## src/rtl/instr_fetch_pkg.sv

```systemverilog
// -----------------------------------------------------------------------------
// instr_fetch_pkg
// Shared definitions for the instruction fetch stage: data-path width, the
// bubble encoding, the fetch FSM state type and the fetch/decode register
// payload.
// -----------------------------------------------------------------------------
package instr_fetch_pkg;

  localparam int XLEN = 32;

  // addi x0, x0, 0 -- architectural no-op used to fill decode on a flush.
  localparam logic [XLEN-1:0] NOP_INSTR = 32'h0000_0013;

  typedef enum logic [1:0] {
    BOOT  = 2'd0,
    RUN   = 2'd1,
    STALL = 2'd2
  } fetch_state_e;

  // Contents of the fetch/decode pipeline register.
  typedef struct packed {
    logic [XLEN-1:0] instr;
    logic [XLEN-1:0] pc;
    logic [XLEN-1:0] pc_plus4;
    logic            valid;
  } if_id_t;

endpackage : instr_fetch_pkg

```

## src/rtl/instr_fetch_if.sv

```systemverilog
// -----------------------------------------------------------------------------
// data_fetch_io
// Fetch-to-decode bundle. The fetch stage drives it through modport 'in';
// the decode stage consumes it through modport 'out'.
//   instr    : instruction word in decode
//   pc       : byte address of that instruction
//   pc_plus4 : pc + 4, used for link addresses
// -----------------------------------------------------------------------------
interface data_fetch_io;
  import instr_fetch_pkg::*;

  logic [XLEN-1:0] instr;
  logic [XLEN-1:0] pc;
  logic [XLEN-1:0] pc_plus4;

  modport in  (output instr, output pc, output pc_plus4);
  modport out (input  instr, input  pc, input  pc_plus4);

endinterface : data_fetch_io

```

## src/rtl/instr_fetch_if_id_reg.sv

```systemverilog
// -----------------------------------------------------------------------------
// if_id_reg
// Fetch/decode pipeline register with synchronous clear and load enable.
//   clk : clock, rising edge
//   rst : synchronous active-low reset, loads the bubble
//   en  : load d when high (driven by ~stall_d)
//   clr : load the bubble (driven by flush_d); has priority over en
//   d   : next contents from fetch
//   q   : current contents seen by decode
// -----------------------------------------------------------------------------
module if_id_reg #(
  parameter logic [instr_fetch_pkg::XLEN-1:0] NOP_INSTR = instr_fetch_pkg::NOP_INSTR
) (
  input  logic                    clk,
  input  logic                    rst,
  input  logic                    en,
  input  logic                    clr,
  input  instr_fetch_pkg::if_id_t d,
  output instr_fetch_pkg::if_id_t q
);
  import instr_fetch_pkg::*;

  if_id_t bubble;
  if_id_t q_q;
  if_id_t q_d;

  assign bubble = '{instr: NOP_INSTR, pc: '0, pc_plus4: '0, valid: 1'b0};

  // NOTE: every always_comb output gets a default before any branch, so no
  // path leaves it unassigned and no latch is inferred.
  always_comb begin
    q_d = q_q;
    if (clr) begin
      q_d = bubble;
    end else if (en) begin
      q_d = d;
    end
  end

  // NOTE: state is updated with non-blocking assignments so every flop
  // samples the pre-edge values of the others, independent of block order.
  always_ff @(posedge clk) begin
    if (!rst) begin
      q_q <= bubble;
    end else begin
      q_q <= q_d;
    end
  end

  assign q = q_q;

endmodule : if_id_reg

```

## src/rtl/instr_fetch.sv

```systemverilog
// -----------------------------------------------------------------------------
// instr_fetch
// Instruction fetch stage: PC register, boot/run/stall FSM, instruction BRAM
// request and the fetch/decode pipeline register.
//   clk, rst        : clock; synchronous active-low reset
//   stall_f         : hold the fetch PC (hazard unit)
//   stall_d         : hold the fetch/decode register (hazard unit)
//   flush_d         : turn the fetch/decode register into a bubble
//   pc_src_e        : taken branch/jump from execute, overrides stall_f
//   pc_target_e     : redirect target
//   imem_addr/en    : BRAM request; address is the next PC (combinational)
//   imem_rdata      : BRAM data, one cycle after the request, held while !en
//   data_fetch_if   : instr / pc / pc_plus4 towards decode
//   valid_d         : decode holds a real instruction
//   fetch_cnt       : valid instructions accepted into decode (wraps)
// -----------------------------------------------------------------------------
module instr_fetch #(
  parameter logic [instr_fetch_pkg::XLEN-1:0] RESET_PC  = 32'h0000_0000,
  parameter logic [instr_fetch_pkg::XLEN-1:0] NOP_INSTR = instr_fetch_pkg::NOP_INSTR
) (
  input  logic                              clk,
  input  logic                              rst,
  input  logic                              stall_f,
  input  logic                              stall_d,
  input  logic                              flush_d,
  input  logic                              pc_src_e,
  input  logic [instr_fetch_pkg::XLEN-1:0]  pc_target_e,
  output logic [instr_fetch_pkg::XLEN-1:0]  imem_addr,
  output logic                              imem_en,
  input  logic [instr_fetch_pkg::XLEN-1:0]  imem_rdata,
  data_fetch_io.in                          data_fetch_if,
  output logic                              valid_d,
  output logic [instr_fetch_pkg::XLEN-1:0]  fetch_cnt
);
  import instr_fetch_pkg::*;

  fetch_state_e    state_q, state_d;
  logic [XLEN-1:0] pc_f_q, pc_f_d;
  logic [XLEN-1:0] fetch_cnt_q, fetch_cnt_d;
  logic            valid_f;
  logic            hold_f;
  logic            if_id_load;
  if_id_t          if_id_in;
  if_id_t          if_id_out;

  // A redirect always proceeds, so the PC only truly holds when stalled
  // without one.
  assign hold_f = stall_f & ~pc_src_e;

  // ---------------------------------------------------------------------------
  // Fetch FSM and next-PC selection
  // ---------------------------------------------------------------------------
  always_comb begin
    state_d = state_q;
    valid_f = 1'b1;

    if (pc_src_e) begin
      pc_f_d = pc_target_e;
    end else if (stall_f) begin
      pc_f_d = pc_f_q;
    end else begin
      pc_f_d = pc_f_q + 32'd4;  // wraps naturally at 32 bits
    end

    unique case (state_q)
      BOOT: begin
        // The BRAM has nothing valid yet: re-issue RESET_PC and mark the
        // first slot as a bubble.
        state_d = RUN;
        pc_f_d  = RESET_PC;
        valid_f = 1'b0;
      end
      RUN: begin
        if (hold_f) begin
          state_d = STALL;
        end
      end
      STALL: begin
        if (!hold_f) begin
          state_d = RUN;
        end
      end
      default: begin
        state_d = BOOT;
        pc_f_d  = RESET_PC;
        valid_f = 1'b0;
      end
    endcase
  end

  // BRAM request: keeping en low while held freezes imem_rdata on the word
  // for pc_f, so decode can pick it up after the stall.
  assign imem_addr = pc_f_d;
  assign imem_en   = rst & ~hold_f;

  // ---------------------------------------------------------------------------
  // Accepted-instruction counter
  // ---------------------------------------------------------------------------
  assign if_id_load = ~flush_d & ~stall_d;

  always_comb begin
    fetch_cnt_d = fetch_cnt_q;
    if (if_id_load && valid_f) begin
      fetch_cnt_d = fetch_cnt_q + 32'd1;
    end
  end

  always_ff @(posedge clk) begin
    if (!rst) begin
      state_q     <= BOOT;
      pc_f_q      <= RESET_PC;
      fetch_cnt_q <= '0;
    end else begin
      state_q     <= state_d;
      pc_f_q      <= pc_f_d;
      fetch_cnt_q <= fetch_cnt_d;
    end
  end

  // ---------------------------------------------------------------------------
  // Fetch/decode register
  // ---------------------------------------------------------------------------
  assign if_id_in = '{
    instr:    imem_rdata,
    pc:       pc_f_q,
    pc_plus4: pc_f_q + 32'd4,
    valid:    valid_f
  };

  if_id_reg #(
    .NOP_INSTR (NOP_INSTR)
  ) u_if_id_reg (
    .clk (clk),
    .rst (rst),
    .en  (~stall_d),
    .clr (flush_d),
    .d   (if_id_in),
    .q   (if_id_out)
  );

  assign data_fetch_if.instr    = if_id_out.instr;
  assign data_fetch_if.pc       = if_id_out.pc;
  assign data_fetch_if.pc_plus4 = if_id_out.pc_plus4;
  assign valid_d                = if_id_out.valid;
  assign fetch_cnt              = fetch_cnt_q;

endmodule : instr_fetch

```

## src/flat_wrapper.sv

```systemverilog
// flat-port wrapper written by rule: the top's interface ports become plain ports
module instr_fetch_flat import instr_fetch_pkg::*;
#(
  parameter logic [instr_fetch_pkg::XLEN-1:0] RESET_PC  = 32'h0000_0000,
  parameter logic [instr_fetch_pkg::XLEN-1:0] NOP_INSTR = instr_fetch_pkg::NOP_INSTR
)
  (clk, rst, stall_f, stall_d, flush_d, pc_src_e, pc_target_e, imem_addr, imem_en, imem_rdata, valid_d, fetch_cnt, data_fetch_if_instr, data_fetch_if_pc, data_fetch_if_pc_plus4);
  data_fetch_io data_fetch_if_i ();
  input  logic clk;
  input  logic rst;
  input  logic stall_f;
  input  logic stall_d;
  input  logic flush_d;
  input  logic pc_src_e;
  input  logic [instr_fetch_pkg::XLEN-1:0] pc_target_e;
  output logic [instr_fetch_pkg::XLEN-1:0] imem_addr;
  output logic imem_en;
  input  logic [instr_fetch_pkg::XLEN-1:0] imem_rdata;
  output logic valid_d;
  output logic [instr_fetch_pkg::XLEN-1:0] fetch_cnt;
  output wire logic [$bits(data_fetch_if_i.instr)-1:0] data_fetch_if_instr;
  output wire logic [$bits(data_fetch_if_i.pc)-1:0] data_fetch_if_pc;
  output wire logic [$bits(data_fetch_if_i.pc_plus4)-1:0] data_fetch_if_pc_plus4;
  assign data_fetch_if_instr = data_fetch_if_i.instr;
  assign data_fetch_if_pc = data_fetch_if_i.pc;
  assign data_fetch_if_pc_plus4 = data_fetch_if_i.pc_plus4;
  instr_fetch #(.RESET_PC(RESET_PC), .NOP_INSTR(NOP_INSTR)) u_core (.clk(clk), .rst(rst), .stall_f(stall_f), .stall_d(stall_d), .flush_d(flush_d), .pc_src_e(pc_src_e), .pc_target_e(pc_target_e), .imem_addr(imem_addr), .imem_en(imem_en), .imem_rdata(imem_rdata), .data_fetch_if(data_fetch_if_i), .valid_d(valid_d), .fetch_cnt(fetch_cnt));
endmodule
```

## config.mk

```make
export PLATFORM = sky130hd
export DESIGN_NAME = instr_fetch_flat
export DESIGN_NICKNAME = d
export VERILOG_FILES = /design/src/rtl/instr_fetch_pkg.sv /design/src/rtl/instr_fetch_if.sv /design/src/rtl/instr_fetch_if_id_reg.sv /design/src/rtl/instr_fetch.sv /design/src/flat_wrapper.sv
export SDC_FILE = /design/constraint.sdc
export NUM_CORES = 1
export LEC_CHECK = 0
export ABC_AREA = 1
export BUFFER_PORTS_ARGS = -buffer_cell sky130_fd_sc_hd__buf_2
export CORE_MARGIN = 10
export CORE_UTILIZATION = 25
export CTS_CLUSTER_SIZE = 12
export DETAILED_ROUTE_END_ITERATION = 10
export PLACE_DENSITY = 0.51
export SYNTH_ARGS = -nofsm -noshare
export SYNTH_HDL_FRONTEND = slang
export SYNTH_SLANG_ARGS = --single-unit
```

## constraint.sdc

```tcl
create_clock -name clk -period 2.6 [get_ports clk]
set_clock_uncertainty 0.15 [all_clocks]
set_input_delay 0.13 -clock clk [delete_from_list [all_inputs] [get_ports clk]]
set_output_delay 0.13 -clock clk [all_outputs]
set_load 0.01 [all_outputs]
```

; Yosys cells after proc, flatten, opt, wreduce, memory -nomap -nowiden
; Cells that the tools add are included.
[classes]
addsub = 2
eq_ne = 4
muxes = 7
bitwise_logic = 8
reduce_logical = 5
[ops]
columns = op, n
row1 = $mux W32, 3
row2 = $add A32 B1 Y32 const B, 1
row3 = $add A32 B3 Y32 const B, 1
row4 = $pmux W2 S3, 1
row5 = $not A1 Y1, 5
row6 = $mux W2, 2
row7 = $reduce_or A2 Y1, 2
row8 = $and A1 B1 Y1, 3
row9 = $eq A2 B1 Y1 const B, 1
row10 = $eq A2 B2 Y1 const B, 1
row11 = $logic_not A2 Y1, 1
row12 = $ne A2 B1 Y1 const B, 1
row13 = $ne A2 B2 Y1 const B, 1
row14 = $reduce_and A2 Y1, 1
row15 = $logic_and A1 B1 Y1, 1
row16 = $mux W1, 1
[word_totals]
regBits = 163
in_bits = 70
out_inout_bits = 162
wordCells = 33

; Logic depth before layout (Yosys ltp)
[logic_depth]
word_depth = 4
mapped_depth = 12
depth_no_buf = 10

; Cells and area by module
; A second synthesis with hierarchy kept.
[hier_totals]
hier_cells = 1185
hier_area_um2 = 7936.4
[modules_own_cells]
columns = mod, instances, cells_per_inst, area_per_inst_um2
row1 = instr_fetch, 1, 762, 4568.1
row2 = if_id_reg, 1, 423, 3368.2

; Worst setup path after synthesis
; Ideal clock, no wire load.
[synth_path]
path_type = register to register
from = register u_core.state_q[0]
to = register u_core.fetch_cnt_q[18] (netlist: u_core.fetch_cnt[18])
setup_time_ns = 0.116
arrival_time_ns = 1.559
required_ns = 2.334
slack_ns = 0.775
stages_incl_launch_ff = 12
n_path_buf = 2
synth_period_minus_slack_ns = 1.825
cell_sequence = dfxtp_1 -> inv_1 -> ha_1 -> buf_4 -> nand2_1 -> buf_4 -> inv_2 -> nand2_1 -> nor2_1 -> nand4_1 -> o21ai_0 -> nor2_1
[synth_lines]
columns = item, line_no
row1 = "start, declared", instr_fetch.sv:37  ; fetch_state_e state_q, state_d;
row2 = "start signal, assigned", instr_fetch.sv:114  ; state_q <= state_d;
row3 = "end signal, assigned", instr_fetch.sv:116  ; fetch_cnt_q <= fetch_cnt_d;
row4 = "end, declared", instr_fetch.sv:39  ; logic [XLEN-1:0] fetch_cnt_q, fetch_cnt_d;

; Worst setup path in the final report
[layout_path]
from = register u_core.pc_f_q[12]
to = output port imem_addr[24] (netlist bit)
[layout_between]
elab_chain_cells = 4
[layout_lines]
columns = item, line_no
row1 = "start, declared", instr_fetch.sv:38  ; logic [XLEN-1:0] pc_f_q, pc_f_d;
row2 = "start signal, assigned", instr_fetch.sv:115  ; pc_f_q <= pc_f_d;
row3 = $add A32 B3 Y32, instr_fetch.sv:62  ; pc_f_d = pc_f_q + 32'd4;
row4 = $mux W32, instr_fetch.sv:59  ; end else if (stall_f) begin
row5 = $mux W32, instr_fetch.sv:57  ; if (pc_src_e) begin
row6 = $mux W32, instr_fetch.sv:65  ; unique case (state_q)
row7 = "end, declared", flat_wrapper.sv:16  ; output logic [instr_fetch_pkg::XLEN-1:0] imem_addr;
; No other way between the ends.

==> flow_summary.yaml <==
critical_path:
  crit_family: "simple AND/OR/NAND/NOR gates"
  start_kind: "register"
  cpMaxStageDelayCell: "dfxtp_1"
  crit_top_cell: "nand2_1"
  crit_fanout: 5
  end_kind: "primary output"
  arrival_ps: 2160
  slowest_delay_ps: 460
  critical_path_class: "register to primary output"
  path_cells: "nand2_1 -> nor2_2 -> nand2_1 -> nor2_1 -> nand4_1 -> nand3_1 -> nand2_1 -> inv_1 -> buf_2"
  worst-path-buf-inv: 2
  cp.required_ps: 2320
floorplanning:
  row_count: 64
  die_x_um: 196
  die_y_um: 196
  io_pins: 232
  coreArea_sq_um: 30600
  start_util_pct: 25.3
  die_area_sq_um: 38400
sta:
  max_freq_ghz: 0.410
  worst_slew_pin_slew_ps: 597
  fin_crit_sh_pct: 93.7
  finalSetupTns_ps: 0
  relSlewSlack_pct: 60.2
  finalSetupViolCount: 0
  final_max_slew_viol_count: 0
  rsz0062_at_grt: "false"
  hold_viol_final: 1
  hold_ws_ps: -7.37
  period_minus_slack_ps: 2440
cts:
  numCtsBuffers: 17
  clk_pin_slew_ps: 80
  cts_buffer_depth: 2
  insertion_delay_ps: 430
  cts.sinks: 161
  cts_tree: "yes"
  cts_max_level: 4
  cts_root_buffer: "clkbuf_16"
synthesis:
  syn-num-nets: 1232
  yosysMostFrequentCell: "nand2_1"
  async_flop_share_pct: 0
  synth_area_leader_cell: "dfxtp_1"
  ys_ff_latch: 161
  synth_cell_types: 36
  syn_area_sq_um: 7740
  synthTopCellsByArea: "dfxtp_1 (42%), nand2_1 (15%), nor2_1 (8.7%), a21oi_1 (6.3%), inv_1 (6.2%)"
  postSynthCellCount: 1157
  synth_top_area_share_pct: 41.6
  synth.avg_cell_area_sq_um: 6.69
  synth_edf_count: 0
  synth_ff_type: "dfxtp_1"
  synth.yosys.seq_area_share_pct: 41.6
  yosys-top-cells-count: "nand2_1 (301), nor2_1 (180), dfxtp_1 (161)"
  yosys_warnings: 0
route:
  dr.pass1.iters: 5
  drc: 0
  final_antenna_net_count: 0
  drt_iter0_drc: 430
  routed_via_density: 4.47
  routedWlPerCell_um: 16.5
  vias: 8170
  routed_wl_um: 30100
layout:
  fin_area_sq_um: 10400
  layout.nets: 1493
  drive_above_1_share_pct: 23.1
  final_core_util_pct: 34.0
  areaGrowthSynthToFinish_pct: 34.4
  multi_input_comb_area_sq_um: 3820
  seqCellArea_sq_um: 3230
  n_fill_cell: 3371
power_and_ir_drop:
  total_power_mw: 7.42
  p_leak_nw: 4.88
  ir_drop_v: 0.000429
  p_per_area_nw_per_um2: 714
placed_design:
  dp_hpwl_um: 22700
  port_buffers: 231
  dpl-instance-area_sq_um: 9310
  gp_congestion: 0.907
global_routing:
  grt_pass1_wl_um: 46500
  track_usage_pct: 15.3
  grt_max_degree: 55
  grt_pass1_vias: 8163
  grt-ovfl-total: 0
  antenna_found_initial: 2
run:
  maxCapViolCount: 0
run_status:
  violations: "hold timing"
  outcome: "complete, but fails checks"
hold_path:
  hold_path_class: "primary input to register"
registers in the layout (all words and copies together) (netlist names):
register / cells
u_core.u_if_id_reg.q: 95
u_core.fetch_cnt: 32
u_core.pc_f_q: 32
u_core.state_q: 2
what timing repair did:
action	CTS	global route
hold buffers	44	1
setup buffers	0	1
hold endpoints to repair	44	1
gates resized for setup	0	11
setup endpoints to repair	0	19
path summary, 6_finish.rpt:
kind / from / endpoint / slack [ps] / depth (start not counted)
max: u_core.pc_f_q[12] / imem_addr[24] / 160 / 9
min: pc_target_e[21] / u_core.pc_f_q[21] / -7 / 5
max reg2reg: u_core.state_q[1] / u_core.fetch_cnt[24] / 370 / 9
min reg2reg: u_core.u_if_id_reg.q[75] / u_core.u_if_id_reg.q[75] / 310 / 2
cells in the final DEF, fill, tap and decap left out, types with 4 or more instances in the layout:
cell type | Yosys | routed
a21oi_1 | 98 | 98
and2_1 | 7 | 7
buf_2 | 8 | 231
buf_4 | 5 | 12
clkbuf_16 | 0 | 17
dfxtp_1 | 161 | 158
dlygate4sd3_1 | 0 | 45
ha_1 | 5 | 4
inv_1 | 127 | 126
inv_2 | 6 | 5
inv_6 | 0 | 5
inv_8 | 0 | 5
nand2_1 | 301 | 301
nand2_2 | 4 | 4
nand3_1 | 62 | 62
nand3_2 | 4 | 4
nand4_1 | 10 | 10
nor2_1 | 180 | 177
nor2_2 | 9 | 12
nor2_4 | 7 | 7
nor3_1 | 5 | 5
o21ai_0 | 73 | 73
o21ai_1 | 7 | 7
o221a_2 | 4 | 4
xor2_1 | 13 | 12
xor2_2 | 3 | 4
cell type report:
cell class	instances	share of cell area [%]
antenna	1	0.0240
clock buffer	18	4.22
clock inverter	14	1.51
inverter	133	4.86
multi-input combinational	814	36.7
sequential	161	31.0
tap	396	4.76
timing repair buffer	291	16.9
per-layer routing:
metal	wire [um]	up-vias	part of all wire, %	global-route usage, %
li1	-	4179	-	-
met1	13900	3758	46	19.4
met2	13600	211	45	24.5
met5	7	-	0.023	0
met3	2250	20	7.5	5.01
met4	276	2	0.92	3.25
power by group:
part	switching [mW]	internal, mW
registers	0.184	2.67
clock network	1.24	1.32
logic	1.26	0.751
total	2.68	4.74
worst min-delay path, delay by kind of cell:
kind / cells / cell delay (ps)
buffers and inverters: 1 / 100
and+or+nand+nor: 2 / 130
AOI/OAI and AO/OA: 2 / 180
per-stage QoR:
stage / worst slack [ps] / std cells
6_report: 164 / 1828
3_3_place_gp: 486 / 1749
4_1_cts: 0.0859 / 1825
2_1_floorplan: 775 / 1157
5_1_grt: 2.61 / 1827
3_5_place_dp: 433 / 1749
logic make-up (layout without fill, tap and decap cells):
| kind of cell | Yosys count | count (layout) | synth area share [%] |
|---|---|---|---|
| XOR/XNOR | 19 | 19 | 2.44 |
| AO/OA/AOI/OAI | 193 | 193 | 13.1 |
| buffers and inverters | 182 | 456 | 9.20 |
| AND/OR/NAND/NOR | 597 | 597 | 32.8 |
| adder cells (fa/ha/maj) | 5 | 5 | 0.808 |
| other | 0 | 1 | 0 |
| flip-flops | 161 | 161 | 41.6 |
(Power assumes the default switching activity.)
